`src/rtl/piso_serializer_if.sv`:
```
// Load handshake and serial output bundle for piso_serializer.
// The master drives words in; the slave (the serializer) drives the serial side.
interface piso_serializer_if #(
    parameter int WIDTH = 4
) ();
    logic [WIDTH-1:0] load_data;
    logic             load_valid;
    logic             load_ready;
    logic             sout;
    logic             sout_valid;
    logic             frame_start;
    logic             frame_done;
    logic             busy;

    modport master (
        output load_data,
        output load_valid,
        input  load_ready,
        input  sout,
        input  sout_valid,
        input  frame_start,
        input  frame_done,
        input  busy
    );

    modport slave (
        input  load_data,
        input  load_valid,
        output load_ready,
        output sout,
        output sout_valid,
        output frame_start,
        output frame_done,
        output busy
    );
endinterface

```
`src/rtl/piso_serializer.sv`:
```
// Parallel-in serial-out transmitter: one WIDTH-bit word per frame, one bit per clk,
// back-to-back frames with no idle gap. Outputs decode from state registers only.
module piso_serializer #(
    parameter int WIDTH     = 4,
    parameter bit MSB_FIRST = 1'b1
) (
    input  logic                clk,
    input  logic                rst,
    piso_serializer_if.slave    bus
);
    localparam int CW = (WIDTH > 1) ? $clog2(WIDTH) : 1;
    localparam logic [CW-1:0] LAST_CNT = CW'(WIDTH - 1);

    typedef enum logic [0:0] {
        ST_IDLE  = 1'b0,
        ST_SHIFT = 1'b1
    } state_t;

    state_t           r_state;
    logic [WIDTH-1:0] r_shreg;
    logic [CW-1:0]    r_cnt;

    logic w_last;
    logic w_ready;
    logic w_sout;
    logic w_valid;
    logic w_start;
    logic w_done;

    // Move the next bit to be sent into the output end, zero-filling behind it.
    function automatic logic [WIDTH-1:0] shift_toward_out(input logic [WIDTH-1:0] v);
        if (MSB_FIRST) begin
            return {v[WIDTH-2:0], 1'b0};
        end else begin
            return {1'b0, v[WIDTH-1:1]};
        end
    endfunction

    // Output decode from the registered state only; load_valid/load_data never reach an output.
    always_comb begin
        w_last  = 1'b0;
        w_ready = 1'b0;
        w_sout  = 1'b0;
        w_valid = 1'b0;
        w_start = 1'b0;
        w_done  = 1'b0;
        case (r_state)
            ST_IDLE: begin
                w_ready = 1'b1;
            end
            ST_SHIFT: begin
                w_last  = (r_cnt == LAST_CNT);
                w_ready = w_last;
                w_sout  = MSB_FIRST ? r_shreg[WIDTH-1] : r_shreg[0];
                w_valid = 1'b1;
                w_start = (r_cnt == {CW{1'b0}});
                w_done  = w_last;
            end
            default: begin
                w_ready = 1'b0;
            end
        endcase
    end

    assign bus.load_ready  = w_ready;
    assign bus.sout        = w_sout;
    assign bus.sout_valid  = w_valid;
    assign bus.busy        = w_valid;
    assign bus.frame_start = w_start;
    assign bus.frame_done  = w_done;

    // Frame FSM; a word offered on the last bit reloads in place so frames abut.
    always_ff @(posedge clk or posedge rst) begin
        if (rst) begin
            r_state <= ST_IDLE;
            r_shreg <= {WIDTH{1'b0}};
            r_cnt   <= {CW{1'b0}};
        end else begin
            case (r_state)
                ST_IDLE: begin
                    if (bus.load_valid) begin
                        r_state <= ST_SHIFT;
                        r_shreg <= bus.load_data;
                        r_cnt   <= {CW{1'b0}};
                    end
                end
                ST_SHIFT: begin
                    if (r_cnt != LAST_CNT) begin
                        r_shreg <= shift_toward_out(r_shreg);
                        r_cnt   <= r_cnt + CW'(1);
                    end else if (bus.load_valid) begin
                        r_state <= ST_SHIFT;
                        r_shreg <= bus.load_data;
                        r_cnt   <= {CW{1'b0}};
                    end else begin
                        r_state <= ST_IDLE;
                        r_shreg <= {WIDTH{1'b0}};
                        r_cnt   <= {CW{1'b0}};
                    end
                end
                default: begin
                    r_state <= ST_IDLE;
                    r_shreg <= {WIDTH{1'b0}};
                    r_cnt   <= {CW{1'b0}};
                end
            endcase
        end
    end
endmodule
```
`src/flat_wrapper.sv`:
```
// flat-port wrapper written by rule: the top's interface ports become plain ports
module piso_serializer_flat 
#(
    parameter int WIDTH     = 4,
    parameter bit MSB_FIRST = 1'b1
)
  (clk, rst, bus_load_data, bus_load_valid, bus_load_ready, bus_sout, bus_sout_valid, bus_frame_start, bus_frame_done, bus_busy);
  piso_serializer_if #(.WIDTH(WIDTH)) bus_i ();
  input  logic clk;
  input  logic rst;
  input wire logic [$bits(bus_i.load_data)-1:0] bus_load_data;
  input wire logic [$bits(bus_i.load_valid)-1:0] bus_load_valid;
  output wire logic [$bits(bus_i.load_ready)-1:0] bus_load_ready;
  output wire logic [$bits(bus_i.sout)-1:0] bus_sout;
  output wire logic [$bits(bus_i.sout_valid)-1:0] bus_sout_valid;
  output wire logic [$bits(bus_i.frame_start)-1:0] bus_frame_start;
  output wire logic [$bits(bus_i.frame_done)-1:0] bus_frame_done;
  output wire logic [$bits(bus_i.busy)-1:0] bus_busy;
  assign bus_i.load_data = bus_load_data;
  assign bus_i.load_valid = bus_load_valid;
  assign bus_load_ready = bus_i.load_ready;
  assign bus_sout = bus_i.sout;
  assign bus_sout_valid = bus_i.sout_valid;
  assign bus_frame_start = bus_i.frame_start;
  assign bus_frame_done = bus_i.frame_done;
  assign bus_busy = bus_i.busy;
  piso_serializer #(.WIDTH(WIDTH), .MSB_FIRST(MSB_FIRST)) u_core (.clk(clk), .rst(rst), .bus(bus_i));
endmodule
```
`config.mk`:
```
export PLATFORM = sky130hd
export DESIGN_NAME = piso_serializer_flat
export DESIGN_NICKNAME = d
export VERILOG_FILES = /design/src/rtl/piso_serializer_if.sv /design/src/rtl/piso_serializer.sv /design/src/flat_wrapper.sv
export SDC_FILE = /design/constraint.sdc
export NUM_CORES = 1
export LEC_CHECK = 0
export CORE_AREA = 4 4 41 43
export CTS_BUF_LIST = sky130_fd_sc_hd__clkbuf_4 sky130_fd_sc_hd__clkbuf_8
export DETAILED_ROUTE_END_ITERATION = 12
export DIE_AREA = 0 0 45 47
export SYNTH_ARGS = -nofsm -noshare
export SYNTH_HDL_FRONTEND = slang
export SYNTH_SLANG_ARGS = --single-unit
```
`constraint.sdc`:
```
create_clock -name clk -period 1.4 [get_ports clk]
set_input_delay 0.28 -clock clk [delete_from_list [all_inputs] [get_ports clk]]
set_output_delay 0.28 -clock clk [all_outputs]
set_load 0.01 [all_outputs]
```
==> run summary <==
Result of the run = complete, but fails checks
Violated checks = negative setup slack
Power after layout = 1472 uW
Die boundary height = 47 um
Pin count of the biggest net entering global routing = 10
Standard cell core area = 1301 um2
Global-route wire length before repair = 1.531 mm
Maxcap violations = 0
Total internal power = 987.3 uW
Worst vdd rail ir drop = 0.9298 mV
Clk sink count = 7
CTS tree = done
Delay of the slowest critical-path stage = 390 ps
Share of layout cells above drive strength 1 = 60.00%
Number of I/O pins = 13
Kind of end point of the critical path = primary output
Gr usage total = 10.67%
Post-synthesis sequential element count = 7
Diode count = 0
Leading cell type in the layout, fill and taps excluded = sky130_fd_sc_hd__buf_4
Data arrival time of the worst path = 1210 ps
WL final = 985 um
Final-report max-slew violation count = 0
Area growth, synth to finish = 66.08%
Critical path data required time = 1120 ps
Final-layout setup total negative slack = -216.8 ps
Share of total power in sequential cells = 23.3%
Clock share of power = 13.9%
Nets = 71
DRC errors left = 0
Worst clock skew = 4.497 ps
Average wire per standard cell = 13.13 um
Final global-route overflow total = 0
Cell chosen for the clock root = sky130_fd_sc_hd__clkbuf_4
Via count of the first global-routing pass = 361
Width of the die = 45 um
H-tree depth = 1
Average cell area after synthesis = 11.78 um2
Antenna violations before repair = 0
CTS Buf Count = 3
Actual slew at the worst max-slew pin = 347.3 ps
Crit-path max FO = 3
IO buf count = 12
First-pass iteration count of the detailed router = 4
Syn Nets = 46
Hold Violations, Final = 0
Post-DP HPWL = 634.8 um
Post-Place Worst Slack = -138.5 ps
Global placer's final weighted congestion = 0.7458
Period utilization = 106.3%
Placement row count = 13
Final std cells w/o fill = 75
Shortest period the worst path allows = 1488 ps
Hold/Removal Path Class = in2async
Switching part of the total power = 32.93%
Post-synth cell types = 16
Crit Path Category = reg2out
Startpoint type of the worst setup path = flip-flop
Unrepaired setup endpoints after global routing = true
Combinational group share of total power = 62.7%
Bufs on Longest Clock Path = 2
Clock network latency to the later pin of the worst-skew pair = 250 ps
Yosys synthesis warning count = 0
Post-synthesis instance area = 424.2 um2
Number of design-rule violations left by the first detailed-router iteration = 2
Full die area = 2115 um2
Lkg Pwr = 0.0003228 uW
Total setup violations reported at the end of the flow = 6
Number of instances in the synthesized netlist = 36
Clock transition at path regs = 50 ps
Fraction of the yosys area taken by sequential cells = 41.30%
Max transition margin = 76.77%
Total net switching power = 484.7 uW
Ordered cell list for the critical path = buf_4 > ha_2 > and2_4 > buf_6
Achievable Freq = 672.2 MHz
Via count normalized by instance count = 4.880
Commonest non-fill, non-tap cells in the layout = sky130_fd_sc_hd__buf_4, sky130_fd_sc_hd__clkdlybuf4s50_1, sky130_fd_sc_hd__buf_6
Effective utilization at floorplan = 32.60%
Worst hold-check slack = 254.0 ps
Cell Count Post-Placement = 67
Critical-path top delay cell = sky130_fd_sc_hd__dfrtp_1
ANT nets after route = 0
Routed vias = 366
Ratio of total power to cell area = 2090 nW/um2
Setup slack of the critical path after layout = -87.59 ps
## registers in the layout (all words and copies together) (netlist names)
register and flops:
u_core.r_cnt 2, u_core.r_state 1, u_core.r_shreg 4
## per-layer routing
| layer | track usage [%] | part of all wire [%] | wire, um |
|---|---|---|---|
| met1 | 11.16 | 38 | 378 |
| met2 | 16.67 | 51 | 507 |
| met3 | 3.448 | 6.8 | 67 |
| met4 | 10.53 | 3.1 | 31 |
| met5 | 0 | 0 | 0 |
## power groups by stage
stage | sequential (uW) | combinational, uW | clock (uW)
after CTS | 336 | 742 | 212
after global placement | 336 | 638 | 0
after global routing | 357 | 1000 | 220
after floorplan | 338 | 360 | 0
after detailed placement | 345 | 654 | 0
final | 344 | 923 | 205
## critical path: cells and delay by family, from the launching register on
| family | cells | cell delay [ps] |
|---|---|---|
| flip-flops | 1 | 390 |
| buffers and inverters | 2 | 250 |
| adder cells (fa/ha/maj) | 1 | 180 |
| AND/OR/NAND/NOR | 1 | 130 |
## what timing repair did
action	4_1_cts	5_1_grt
cloned	0	0
pin swaps	2	3
resized for setup	27	10
buffers inserted	2	2
hold buffers	0	0
endpoints found under the setup margin	9	4
## Yosys cell counts (all sizes together)
cell	n	area, um2
a311o	3	30.03
a32o	1	10.01
and2	3	22.52
and3b	3	30.03
buf	3	30.03
dfrtp	7	175.2
ha	3	37.54
inv	3	11.26
mux2	1	11.26
nand2	1	3.750
nand2b	3	18.77
nor2	1	3.750
nor3b	3	32.53
o31ai	1	7.510
## cells by family after synthesis
group / count (synthesis) / synth area share, %
AO/OA/AOI/OAI: 5 / 11.21
adder cells (fa/ha/maj): 3 / 8.851
buffers and inverters: 6 / 9.735
flip-flops: 7 / 41.30
multiplexers: 1 / 2.655
AND/OR/NAND/NOR: 14 / 26.25
## layout make-up
cell class                 instances  area, um2
fill                             118      596.8
inverter                           3      11.26
timing repair buffer              23      212.7
clock buffer                       4      30.03
tap                               15      18.77
multi-input combinational         23      254.0
sequential                         7      177.7
## stage by stage
stage,util (%),cell area [um2]
after floorplan,-,424.2
after detailed placement,45.00,585.6
final,54.13,704.4
after CTS,49.71,646.9
after global routing,54.13,704.4
after global placement,45.00,585.6
## worst paths after layout
kind / from / end / slack (ps) / cells after the start
setup / recovery: u_core.r_cnt[1]$_DFFE_PP0P_ / bus_frame_done / -90 / 4
hold / removal: rst / u_core.r_shreg[1]$_DFFE_PP0P_ / 250 / 2
min in group clk: u_core.r_shreg[0]$_DFFE_PP0P_ / u_core.r_shreg[0]$_DFFE_PP0P_ / 500 / 1
max in group asynchronous: rst / u_core.r_state$_DFF_PP0_ / 910 / 2
hold reg to reg: u_core.r_shreg[0]$_DFFE_PP0P_ / u_core.r_shreg[0]$_DFFE_PP0P_ / 500 / 1
setup reg to reg: u_core.r_cnt[1]$_DFFE_PP0P_ / u_core.r_shreg[2]$_DFFE_PP0P_ / -20 / 5
No activity file was read; power rests on OpenSTA's default activity.
==> edit, RTL diff (config.mk and constraints unchanged) <==
Reset style: synchronous (`rst`), changed in one clocked block.
--- a/src/rtl/piso_serializer.sv
+++ b/src/rtl/piso_serializer.sv
@@ -72,3 +72,3 @@
     // Frame FSM; a word offered on the last bit reloads in place so frames abut.
-    always_ff @(posedge clk or posedge rst) begin
+    always_ff @(posedge clk) begin
         if (rst) begin
Behaviour: differs if rst is asserted again (counterexample within 4 cycles, from zero or initial values and one cycle with rst high); with rst held inactive, the same outputs for 10 cycles.
==> edit against the original RTL <==
Area after synthesis shrank 12%. Routed wire length shrank 17%. Sequential cell count is the same. Worst setup slack gained 0.13 ns. Synthesized cell count grew 5.6%. Cell area shrank 20%. Global-route usage shrank 2.1 points. Critical endpoint is now bus_frame_start. Largest cell class unchanged.
Power is not compared: it rests on default switching activity, and its combinational part moved more than twofold at a synthesized area within 25%.
==> edit: results (changes against the original RTL) <==
\begin{tabular}{lr}
\hline
Metric & Value \\
\hline
\multicolumn{2}{l}{\textbf{Setup path}} \\
\quad CP max-delay cell & sky130\_fd\_sc\_hd\_\_dfxtp\_4 (was sky130\_fd\_sc\_hd\_\_dfrtp\_1) \\
\quad Data arrival time of the critical path & 1.08 ns (was 1.21 ns) \\
\quad Slowest cell delay on critical path & 0.36 ns (was 0.39 ns) \\
\multicolumn{2}{l}{\textbf{Placement}} \\
\quad Inst Count DP & 68 (was 67) \\
\quad Weighted congestion reported at the end of routability-driven placement & 0.678 (was 0.746) \\
\multicolumn{2}{l}{\textbf{Yosys}} \\
\quad Syn\_area\_per\_cell & 9.81 µm² (was 11.8 µm²) \\
\quad Adder and majority gate portion of the synthesized area & 0.101 (was 0.0885) \\
\quad Proportion of register bits with asynchronous set or reset after synthesis & 0 (was 1.00) \\
\quad Synth area leaders & sky130\_fd\_sc\_hd\_\_dfxtp\_1, sky130\_fd\_sc\_hd\_\_ha\_1, sky130\_fd\_sc\_hd\_\_a22o\_1, sky130\_fd\_sc\_hd\_\_nor3b\_2, sky130\_fd\_sc\_hd\_\_a21o\_1 (was sky130\_fd\_sc\_hd\_\_dfrtp\_1, sky130\_fd\_sc\_hd\_\_ha\_1, sky130\_fd\_sc\_hd\_\_a311o\_1, sky130\_fd\_sc\_hd\_\_and3b\_2, sky130\_fd\_sc\_hd\_\_nor3b\_2) \\
\quad Synthesized Nets & 48 (was 46) \\
\multicolumn{2}{l}{\textbf{Detailed routing}} \\
\quad Total number of vias & 323 (was 366) \\
\quad Via density & 4.49 (was 4.88) \\
\quad Length of routed met2 wiring & 433 µm (was 507 µm) \\
\quad Per-cell routed wire length & 11.4 µm (was 13.1 µm) \\
\quad Met1 routed wirelength after detailed routing & 339 µm (was 378 µm) \\
\quad Met3 routed WL & 48 µm (was 67 µm) \\
\quad Initial DRC Count & 1 (was 2) \\
\multicolumn{2}{l}{\textbf{Final layout}} \\
\quad Fill cells & 150 (was 118) \\
\quad Share of final-layout standard cells stronger than drive strength 1 & 0.368 (was 0.600) \\
\multicolumn{2}{l}{\textbf{Timing}} \\
\quad Slew @ Worst Pin & 0.255 ns (was 0.347 ns) \\
\quad Number of failing setup endpoints in the final timing report & 0 (was 6) \\
\quad Fin Clk Skew & 0.00476 ns (was 0.00450 ns) \\
\multicolumn{2}{l}{\textbf{Outcome}} \\
\quad Run status & completed (was finished with violations) \\
\multicolumn{2}{l}{\textbf{Global routing}} \\
\quad Global routing met1 resource utilization & 0.103 (was 0.112) \\
\quad Met2 Usage GRT & 0.141 (was 0.167) \\
\quad First-pass GRT wire length & 1320 µm (was 1530 µm) \\
\multicolumn{2}{l}{\textbf{CTS}} \\
\quad Post-CTS setup repair buffer count & 0 (was 2) \\
\multicolumn{2}{l}{\textbf{Worst hold path}} \\
\quad Type of the most critical hold path & flop to flop (was input port to async pin) \\
\hline
\end{tabular}
==> edit: cell count changes in the layout (fill, tap and decap cells not counted), sizes merged, moves of 2 or more <==
cell / unedited run / this run
a22o: 0 / 3
nor2: 1 / 6
a21o: 0 / 3
a311o: 3 / 0
nand2b: 3 / 1
dfxtp: 0 / 7
and3b: 3 / 0
dfrtp: 7 / 0
buf: 15 / 8
==> edit: timing repair <==
action                                  4_1_cts  5_1_grt
hold buffers                                  0        0
resized for setup                            19        4
pin swaps                                     0        0
endpoints found under the setup margin        6        2
==> edit: worst paths after layout <==
check	from	endpoint	slack (ns)	cells past startpoint
worst max-delay path	u_core.r_cnt[0]	bus_frame_start	0.04	4
worst min-delay path	u_core.r_shreg[0]	u_core.r_shreg[0]	0.50	2
worst max register to register	u_core.r_cnt[0]	u_core.r_shreg[2]	0.17	5
worst min register to register	u_core.r_shreg[0]	u_core.r_shreg[0]	0.50	2
==> edit: area by class of cell <==
| class | instances | area share |
|---|---|---|
| repair buffers | 17 | 0.248 |
| inverters | 2 | 0.0134 |
| multi-input cells | 27 | 0.386 |
| clock buffers | 4 | 0.0536 |
| well taps | 15 | 0.0335 |
| flip-flops and latches | 7 | 0.266 |
==> edit: stage by stage <==
| step | setup TNS [ns] | instance area [µm²] | worst slack [ns] | power (mW) | hold WS (ns) |
|---|---|---|---|---|---|
| floorplan | 0 | 373 | 0.312 | 0.269 | 0.352 |
| global placement | -0.204 | 531 | -0.0715 | 0.319 | 0.486 |
| detailed placement | -0.255 | 531 | -0.0966 | 0.320 | 0.492 |
| CTS | 0 | 548 | 0.0121 | 0.520 | 0.505 |
| global route | -0.0175 | 561 | -0.0123 | 0.546 | 0.548 |
| finish | 0 | 561 | 0.0380 | 0.517 | 0.500 |
